<file path="config.mk">
export PLATFORM = sky130hd
export DESIGN_NAME = alu_cmd_sequencer
export DESIGN_NICKNAME = d
export VERILOG_FILES = /design/src/rtl/alu_seq_pkg.sv /design/src/rtl/alu_cmd_sequencer.sv
export SDC_FILE = /design/constraint.sdc
export NUM_CORES = 1
export LEC_CHECK = 0
export ABC_CLOCK_PERIOD_IN_PS = 2200
export BUFFER_PORTS_ARGS = -buffer_cell sky130_fd_sc_hd__clkbuf_2
export CAP_MARGIN = 10
export CORE_MARGIN = 2
export CORE_UTILIZATION = 43
export CTS_BUF_LIST = sky130_fd_sc_hd__clkbuf_16
export DETAILED_ROUTE_END_ITERATION = 16
export GPL_TIMING_DRIVEN = 0
export HOLD_SLACK_MARGIN = 0.08
export PLACE_DENSITY = 0.84
export SYNTH_ARGS = -nofsm -noshare
export SYNTH_HDL_FRONTEND = slang
export SYNTH_SLANG_ARGS = --single-unit
</file>
<file path="constraint.sdc">
create_clock -name clk -period 2.2 [get_ports clk]
set_input_delay 0.11 -clock clk [delete_from_list [all_inputs] [get_ports clk]]
set_output_delay 0.11 -clock clk [all_outputs]
set_load 0.05 [all_outputs]
</file>
<file path="src/rtl/alu_seq_pkg.sv">
// alu_seq_pkg: op codes, FSM states and error bit positions shared by alu_cmd_sequencer and its benches
package alu_seq_pkg;
    localparam logic [3:0] OP_ADD = 4'd0, OP_MOD = 4'd1, OP_DIV = 4'd2, OP_CLR = 4'd3,
                           OP_MUL = 4'd4, OP_AND = 4'd5, OP_OR = 4'd6, OP_NAND = 4'd7,
                           OP_SUB = 4'd8, OP_NOR = 4'd9, OP_XOR = 4'd10, OP_XNOR = 4'd11,
                           OP_NOT = 4'd12, OP_PRESET = 4'd15;
    localparam int ERR_OVF = 0, ERR_DZ = 1;
    typedef enum logic [2:0] {ST_IDLE, ST_ISSUE, ST_SETTLE, ST_CAPTURE, ST_RESP} state_t;
endpackage

</file>
<file path="src/rtl/alu_cmd_sequencer.sv">
// alu_cmd_sequencer: valid/ready command front-end for a combinational ALU with a fed-back accumulator; `ALU_SEQ_SATURATE_EN clamps acc on add/sub overflow
module alu_cmd_sequencer
    import alu_seq_pkg::*;
#(
    parameter int SETTLE_CYCLES = 2,
    parameter int CNT_W = 4
) (
    input  logic        clk,
    input  logic        rst,
    input  logic        cmd_valid,
    output logic        cmd_ready,
    input  logic [3:0]  cmd_op,
    input  logic        cmd_load,
    input  logic [15:0] cmd_operand,
    output logic [15:0] alu_a,
    output logic [15:0] alu_b,
    output logic [3:0]  alu_op,
    input  logic [31:0] alu_r,
    input  logic        alu_error,
    output logic        rsp_valid,
    input  logic        rsp_ready,
    output logic [31:0] rsp_result,
    output logic [1:0]  rsp_err,
    output logic [15:0] acc,
    output logic        busy
);
    state_t state;
    logic [CNT_W-1:0] cnt;
    logic dz, ovf;
    logic [15:0] acc_next;
    // acc only moves at capture, so it doubles as a stable inputA for the whole issue window
    assign alu_a = acc;
    always_comb begin
        dz = (alu_op == OP_MOD || alu_op == OP_DIV) && alu_b == '0;
        ovf = alu_error && (alu_op == OP_ADD || alu_op == OP_SUB);
`ifdef ALU_SEQ_SATURATE_EN
        acc_next = dz ? acc : ovf ? (alu_a[15] ? 16'h8000 : 16'h7FFF) : alu_r[15:0];
`else
        acc_next = dz ? acc : alu_r[15:0];
`endif
    end
    always_ff @(posedge clk or posedge rst) begin
        if (rst) begin
            state <= ST_IDLE;
            cnt <= '0;
            acc <= '0;
            alu_b <= '0;
            alu_op <= OP_CLR;
            rsp_result <= '0;
            rsp_err <= '0;
            rsp_valid <= 1'b0;
            cmd_ready <= 1'b1;
            busy <= 1'b0;
        end else begin
            case (state)
                ST_IDLE: if (cmd_valid) begin
                    cmd_ready <= 1'b0;
                    busy <= 1'b1;
                    if (cmd_load) begin
                        acc <= cmd_operand;
                        rsp_result <= {16'h0, cmd_operand};
                        rsp_err <= '0;
                        rsp_valid <= 1'b1;
                        state <= ST_RESP;
                    end else begin
                        alu_b <= cmd_operand;
                        alu_op <= cmd_op;
                        state <= ST_ISSUE;
                    end
                end
                ST_ISSUE: begin
                    cnt <= '0;
                    state <= ST_SETTLE;
                end
                ST_SETTLE: if (cnt == CNT_W'(SETTLE_CYCLES - 1)) state <= ST_CAPTURE;
                           else cnt <= cnt + 1'b1;
                ST_CAPTURE: begin
                    rsp_result <= alu_r;
                    rsp_err[ERR_OVF] <= ovf;
                    rsp_err[ERR_DZ] <= dz;
                    acc <= acc_next;
                    rsp_valid <= 1'b1;
                    state <= ST_RESP;
                end
                ST_RESP: if (rsp_ready) begin
                    rsp_valid <= 1'b0;
                    cmd_ready <= 1'b1;
                    busy <= 1'b0;
                    state <= ST_IDLE;
                end
                default: state <= ST_IDLE;
            endcase
        end
    end
endmodule

</file>
* Word-level counts from Yosys, hierarchy flattened
Index checks and enable logic that the tools add are counted.
** Word-level totals
- Register bits :: 80
- Input bits :: 58
- Output and inout bits :: 89
- Word-level logic and storage cells :: 70
** Operators by class
- Add/sub/neg operators :: 1
- Equality and inequality tests :: 14
- Multiplexer cells :: 26
- Bitwise logic cells :: 1
- Reductions and logical operators :: 18
** Operators with widths (count)
- 32-bit 2-to-1 mux :: 2
- 32-bit case mux with 2 select lines :: 1
- 16-bit 2-to-1 mux :: 3
- 16-bit case mux with 2 select lines :: 1
- 16-bit logical NOT :: 1
- 3-bit case mux with 5 select lines :: 1
- 3-bit 2-to-1 mux :: 4
- 2-bit != test, second input constant :: 6
- 3-bit AND reduction :: 4
- 4-bit by 1-bit equality test with 1-bit output, second input constant :: 2
- 4-bit case mux with 2 select lines :: 1
- 4-bit AND reduction :: 2
- 3-bit by 2-bit equality test with 1-bit output, second input constant :: 2
- 1-bit 2-to-1 mux :: 6
- 2-bit nonzero test :: 3
- 4-bit by 1-bit adder with 4-bit output, second input constant :: 1
- 4-bit by 2-bit equality test with 1-bit output, second input constant :: 1
- 4-bit equality test, second input constant :: 1
- 4-bit logical NOT :: 1
- 2-bit 2-to-1 mux :: 2
- 4-bit 2-to-1 mux :: 1
- 1-bit case mux with 2 select lines :: 2
- 2-bit case mux with 2 select lines :: 1
- 3-bit by 1-bit equality test with 1-bit output, second input constant :: 1
- other kinds (8) :: 10

* Logic depth before layout (Yosys ltp)
Gate-level depths: netlist of the first run.
- Depth after elaboration :: 5
- Mapped depth :: 7
- Depth with buffers taken out :: 6

* Worst setup path after synthesis of the first run
OpenSTA, ideal clock, no wires.
- Kind :: flip-flop to flip-flop
- Start :: register alu_b[0]
- End :: register acc[0]
- Library setup time :: 125 ps
- Arrival :: 1898 ps
- Required time :: 2075 ps
- Setup slack :: 177 ps
- Cell stages (with the launch flop) :: 6
- Path buffers :: 1
- Period minus slack after synthesis :: 2023 ps
- Path through :: dfrtp_1 or4_4 nor2_4 a31oi_4 buf_6 mux2_4
** Between the ends
- Cells in the longest elaborated chain, start to end :: 4
** RTL lines
- from (decl) :: RTL line alu_cmd_sequencer.sv:16 : output logic [15:0] alu_b,
- from (signal assigned) :: RTL line alu_cmd_sequencer.sv:66 : alu_b <= cmd_operand;
- 16-bit logical NOT :: RTL line alu_cmd_sequencer.sv:34 : dz = (alu_op == OP_MOD || alu_op == OP_DIV) && alu_b == '0;
- 1-bit logical AND :: RTL line alu_cmd_sequencer.sv:34
- 2-bit != test (no source line)
- 4-bit AND reduction (no source line)
- to (signal assigned) :: RTL line alu_cmd_sequencer.sv:60 : acc <= cmd_operand;
- to (signal assigned) :: RTL line alu_cmd_sequencer.sv:81 : acc <= acc_next;
- to (decl) :: RTL line alu_cmd_sequencer.sv:24 : output logic [15:0] acc,
No other way between the ends.
A chain may end at the register's enable or synchronous reset.

* Worst setup path after layout of the first run
- Start :: register state[0]
- End :: register acc[15]
** Between the ends
- Cells in the longest elaborated chain, start to end :: 3
- Elaborated cells between the ends (all ways) :: 8
- Those cells by class :: eq/ne: 4; mux: 1; reduce/logical: 3
** RTL lines
- from (decl) :: RTL line alu_cmd_sequencer.sv:27 : state_t state;
- from (signal assigned) :: RTL line alu_cmd_sequencer.sv:44 : state <= ST_IDLE;
- from (signal assigned) :: RTL line alu_cmd_sequencer.sv:64 : state <= ST_RESP;
- from (signal assigned) :: RTL line alu_cmd_sequencer.sv:68 : state <= ST_ISSUE;
- 3-bit by 2-bit equality test with 1-bit output or 3-bit logical NOT (tied branches) :: RTL line alu_cmd_sequencer.sv:55 : case (state)
- 2-bit != test (no source line) or 2-bit nonzero test (tied branches)
- 4-bit AND reduction (no source line)
Several ways; a longest one is shown, not always the timed one.

==> summary.txt, run 1 <==
Logic synthesis
  • Synthesis-stage register bit count: 80
  • Avg Inst Size Synth: ~12 um2
  • Ys flop type: dfrtp_1
  • Syn Inst Count: 288
  • Ys Warns: 0
  • Part of the Yosys area used for sequential elements: 56.6%
  • Mapped Area: 3550 um2
  • Most common cell in the netlist: dfrtp_1
  • Top cells by area, synth: dfrtp_1 54%, mux2_2 13%, nor2_1 5.8%, mux2_4 4.2%, a22o_1 4.2%
  • Synth area leader: dfrtp_1
  • Top cells by count, synth: 77 x dfrtp_1, 55 x nor2_1, 41 x mux2_2, 17 x a22o_1, 16 x buf_4
  • Asr flop ratio synth: 100%
  • Synth top area share: a little over half
  • Syn_nets: 348
  • Synth cell types: 38
  • Post-synth EDFFs: 0

Placement
  • Placer Congestion: 0.834
  • Port Buffers: 146
  • DP Worst Slack: 0.127 ns
  • Hpwl dp: ~6600 um

Timing
  • Worst slew pin tran: 0.604 ns
  • Number of setup violations in the final report: 0
  • Fin crit share: between 90 and 100%
  • Final Max Tran Viols: 0
  • Fin crit period: 2.11 ns
  • Setup TNS: 0 ns
  • Setup ws final: 0.0917 ns
  • Clk_skew: 0.0108 ns
  • Fmax: roughly 0.47 GHz
  • Worst slew margin: 59.7%
  • RSZ-0062 raised after global routing: false
  • Hold Fails Final Rpt: 0

Critical path
  • Kind of critical path: reg2reg
  • Cell chain of the critical path: nand4bb_1 -> a21o_1 -> buf_2 -> a31oi_4 -> buf_6 -> mux2_4
  • Critical Path Start Type: register
  • R2R Setup Slk: 0.09 ns
  • Crit. End Element: register
  • CP max stage cell: dfrtp_1
  • Worst EP arrival: 2.32 ns
  • Crit Path Max Fanout: 10
  • CP bufs+invs: 2
  • Delay-heaviest family, CP: compound AO/OA/AOI/OAI gates
  • Req. time, crit path: 2.41 ns
  • Max incr delay on CP: 0.39 ns

Cells and area
  • Area grow syn2layout: 45.1%
  • Fillers: between 600 and 700
  • Layout net count: around 540
  • Fraction of layout cells with a size suffix above 1: 50.9%
  • Register Area: 2010 um2
  • Area of the multi-input gates: ~1300 um2
  • N_diodes: 0

Detailed routing
  • Routed Antenna Nets: 0
  • Routed Wire Length: between 9000 and 10000 um
  • DRC Markers: 0
  • Per-cell routed wire length: 16.2 um
  • Routed vias/inst: 4.95
  • First DRT Iteration DRCs: 94
  • Vias post-DR: 2942
  • Pre-antenna DRT Iters: 4

Floorplan
  • Chip height: 94.8 um
  • Die W: 94.8 um
  • Placeable Area: 8090 um2
  • Row count: 33
  • Die area: approximately 9000 um2
  • Starting density of the core: 43.8%
  • # IOs: 147

Clock tree
  • H-tree depth: 3
  • Worst-Skew Late Latency: roughly 0.33 ns
  • CTS buffer count: 9
  • Clock buffer depth: 2
  • Clk root buf: clkbuf_16
  • CTS clock-pin slew for the worst setup and hold paths: 0.06 ns
  • CTS tree: built
  • Sink Count: 80

Global route
  • Vias in the first global route: a little under 3000
  • Largest net degree at the start of global routing: 62
  • Total grt overflow: 0
  • Initial antenna violation count: 0
  • Total track usage: a little over a fifth
  • First-pass GRT wire length: between 10000 and 15000 um

Run
  • Max-Cap Viols: 0

Min path
  • Min-delay worst type: in2reg

Outcome
  • Status: finished clean
-- per-layer routing --
metal | routed length, um | global-route usage [%]
met1 | 4020 | 26.0
met2 | 4910 | 37.0
met3 | 547 | 3.91
met4 | 144 | 7.73
met5 | 0 | 0
-- cell families after synthesis --
family,synth area share (%)
AO/OA/AOI/OAI,7.02
XOR/XNOR,0.988
adder cells (fa/ha/maj),0.706
buffers and inverters,5.72
flip-flops,56.6
multiplexers,17.9
AND/OR/NAND/NOR,11.2
-- path summary, 6_finish.rpt --
kind,startpoint,to,cells past startpoint
max,state[0],acc[15],6
max in group asynchronous,rst,cmd_ready,4
min reg2reg,rsp_result[12],rsp_result[12],2
max reg2reg,state[0],acc[15],6
min,cmd_valid,busy,3
min in group asynchronous,rst,rsp_result[31],3
-- repair_timing --
item,4_1_cts,5_1_grt
hold endpoints to repair,115,0
hold buffers,38,0
endpoints found under the setup margin,0,4
resized for setup,0,1
setup buffers,0,0
-- state kept, by name, indices dropped and copies added, names as in the netlist --
signal and count:
rsp_err 2, cmd_ready 1, alu_b 16, alu_op 4, state 3, acc 16
rsp_valid 1, busy 1, cnt 4, rsp_result 32
-- final cells by class --
class                           instances  share of cell area (%)
Tap cell                              105                    2.55
Clock inverter                          7                    1.90
Inverter                                2                   0.195
Timing Repair Buffer                  185                    22.1
Buffer                                 31                    3.79
Sequential cell                        80                    39.0
Clock buffer                            9                    4.38
Multi-Input combinational cell        175                    26.1
-- per-stage QoR --
step	utilization, %	cell area, um2	instances	hold WS (ns)
2_1_floorplan	-	3550	288	0.250
3_3_place_gp	54.5	4410	539	0.335
3_5_place_dp	54.8	4440	540	0.0652
4_1_cts	63.5	5140	594	0.135
5_1_grt	63.6	5140	594	0.154
6_report	63.6	5140	594	0.142
-- cell usage in the layout (no fill, tap or decap), types with 7 or more instances in the layout --
cell type	n
a21oi_1	7
buf_2	9
dfrtp_1	77
nand2_1	10
clkbuf_16	9
mux2_2	41
dlygate4sd3_1	38
mux2_4	10
buf_4	16
nor2_1	55
a22o_1	17
clkbuf_2	146
-- worst reg2reg max path: stages, from the launching register on --
cell and delay [ns]:
dfrtp_1 0.39, nand4bb_1 0.25, a21o_1 0.24, buf_2 0.19
a31oi_4 0.36, buf_6 0.26, mux2_4 0.32
Power of run 1 is left out: the tool's default activity adds up to more than one toggle a clock period on the data nets, which glitch-free logic cannot reach.
==> run 2: changes to the inputs <==
Settings changed: ABC_AREA set to 1, PLACE_DENSITY 0.84 to 0.83, SKIP_LAST_GASP set to 1.
==> summary.txt, run 2 <==
Cells and area
  • Final Non-Filler Cells: 696
  • Most common cell after layout, fill and taps aside: clkbuf_2
  • Fraction of layout cells with a size suffix above 1: 37.8%
  • Commonest cells after routing, fill and taps aside: 146 x clkbuf_2, 104 x nand2_1, 75 x dfrtp_1, 56 x dlygate4sd3_1, 32 x nor2_1
  • Finished Cell Area: 5320 um2
  • Regs by FF count: rsp_result (32), acc (16), alu_b (16)
  • Area grow syn2layout: 47.7%
  • Largest register FFs: 32
  • Most flops, register: rsp_result
  • Layout net count: 645

Logic synthesis
  • Syn Inst Count: 372
  • Syn_nets: 432
  • Top cells by area, synth: dfrtp_1 54%, nand2_1 11%, a22o_1 3.9%, buf_4 3.8%, nor2_1 3.3%
  • Synthesis-stage register bit count: 80
  • Ys flop type: dfrtp_1
  • Ys Warns: 0
  • Synth area leader: dfrtp_1
  • Post-synth EDFFs: 0
  • Top cells by count, synth: 104 x nand2_1, 77 x dfrtp_1, 32 x nor2_1, 23 x nand3_1, 19 x inv_1
  • Mapped Area: between 3000 and 4000 um2
  • Asr flop ratio synth: 100%
  • Most common cell in the netlist: nand2_1
  • Part of the Yosys area used for sequential elements: 55.7%
  • Synth top area share: a little over half
  • Synth cell types: 29
  • Avg Inst Size Synth: 9.68 um2

Critical path
  • Cell chain of the critical path: nor2_4 -> nand2_4 -> o21ai_1 -> nand2_2 -> inv_2 -> buf_6 -> nor2_1 -> a31oi_1 -> dlygate4sd3_1
  • Worst EP arrival: 2.35 ns
  • Req. time, crit path: 2.47 ns
  • Crit. End Element: register
  • Crit Path Max Fanout: 10
  • Max incr delay on CP: 0.59 ns
  • R2R Setup Slk: 0.11 ns
  • CP max stage cell: dlygate4sd3_1
  • R2r endpoint: rsp_result[11]
  • Critical Path Start Type: register
  • Worst reg2reg path depth: 9
  • Kind of critical path: reg2reg
  • Worst r2r src: state[0]

Clock tree
  • Worst-Skew Late Latency: 0.34 ns
  • CTS tree: built
  • CTS clock-pin slew for the worst setup and hold paths: 0.06 ns
  • Sink Count: 80
  • H-tree depth: 3
  • Setup Fix Bufs, Post-CTS: 0
  • Clk root buf: clkbuf_16
  • CTS buffer count: 9
  • Clock buffer depth: 2

Global route
  • Total grt overflow: 0
  • Vias in the first global route: 3448
  • First-pass GRT wire length: 16600 um
  • Largest net degree at the start of global routing: 62
  • Total track usage: between 20% and 30%
  • Initial antenna violation count: 1

Floorplan
  • Die area: roughly 9100 um2
  • # IOs: around 150
  • Placeable Area: around 8200 um2
  • Row count: 33
  • Starting density of the core: 44.0%
  • Die W: 95.5 um
  • Chip height: 95.5 um

Detailed routing
  • Pre-antenna DRT Iters: 4
  • Routed vias/inst: 4.98
  • First DRT Iteration DRCs: about 160
  • Routed Wire Length: 10600 um
  • Per-cell routed wire length: approximately 15 um
  • Vias post-DR: 3468
  • DRC Markers: 0
  • Routed Antenna Nets: 0

Timing
  • Fmax: between 0.4 and 0.5 GHz
  • Number of setup violations in the final report: 0
  • Fin crit period: 2.09 ns
  • Setup ws final: 0.114 ns
  • RSZ-0062 raised after global routing: false
  • Clk_skew: 0.00600 ns
  • Worst slew margin: 65.3%
  • Worst slew pin tran: 0.515 ns
  • Hold Fails Final Rpt: 0
  • Fin crit share: a little over nine tenths
  • Final Max Tran Viols: 0
  • Setup TNS: 0 ns

Placement
  • Port Buffers: about 150
  • Dpl cell area: 4490 um2
  • Placer Congestion: 0.823
  • DP Worst Slack: 0.588 ns
  • # placed instances: 624
  • Hpwl dp: 7100 um

Min path
  • Hold path depth: 4
  • Min-delay worst type: in2reg
  • Hold Path Sink: cmd_ready
  • Hold Startpoint: cmd_valid

Outcome
  • Status: finished clean

Run
  • Max-Cap Viols: 0
[run 2: cell count changes in the layout (fill, tap and decap cells not counted), moves of 16 or more]
cell / delta
nand2_1: +94
nand3_1: +21
inv_1: +16
mux2_2: -34
dlygate4sd3_1: +18
nor2_1: -23
[run 2: cell families (layout without fill, tap and decap cells)]
logic type | after synthesis | after routing | synth area share, %
xor gates and xnor gates | 1 | 1 | 0.243
muxes | 13 | 13 | 4.69
other | 0 | 1 | 0
adders and majority gates | 2 | 2 | 0.695
and+or+nand+nor | 172 | 172 | 20.7
AOI/OAI and AO/OA | 52 | 52 | 9.59
buffers and inverters | 52 | 270 | 8.37
DFF | 80 | 80 | 55.7
[run 2: final cells by class]
class                   count  area, um2
multi-input cells         240       1290
flip-flops and latches     80       2010
plain buffers              29        214
clock inverters             7       40.0
inverters                  22       85.1
well taps                 105        131
clock buffers               9        225
diodes                      1       2.50
repair buffers            203       1320
fillers                   640       2860
[run 2: worst max-delay path: cells and delay by family (launching register included)]
family	cells	cell delay (ns)
simple gates	4	0.42
compound gates	2	0.30
buf+inv	3	0.84
flops	1	0.45
[run 2: routing by layer]
metal	wire (um)	global-route usage, %	vias to the layer above
li1	-	-	1645
met1	4090	28.1	1615
met2	5410	41.4	172
met3	804	6.40	36
met4	317	11.8	0
met5	0	0	-
[run 2: repair_timing]
item / in CTS / in global routing
endpoints found under the setup margin: 0 / 3
hold buffers: 56 / 0
endpoints found under the hold margin: 129 / 0
gates resized for setup: 0 / 3
[run 2: how the worst max path moves through the flow]
stage / start / endpoint / slack, ns / cells after the start
after floorplan: rst / acc[0] / 0.04 / 1
after global placement: rst / alu_b[13] / -0.80 / 2
after detailed placement: state[2] / acc[0] / 0.59 / 8
after CTS: state[2] / rsp_result[11] / 0.13 / 7
after global routing: state[0] / rsp_result[11] / 0.02 / 9
final: state[0] / rsp_result[11] / 0.11 / 9
[run 2: per-stage QoR]
step | utilization (%) | hold WS [ns]
finish | 65.1 | 0.195
global route | 65.1 | 0.229
global placement | 54.6 | 0.334
detailed placement | 55.0 | 0.0630
CTS | 65.1 | 0.181
floorplan | - | 0.220
Power of run 2 is left out for the same reason.
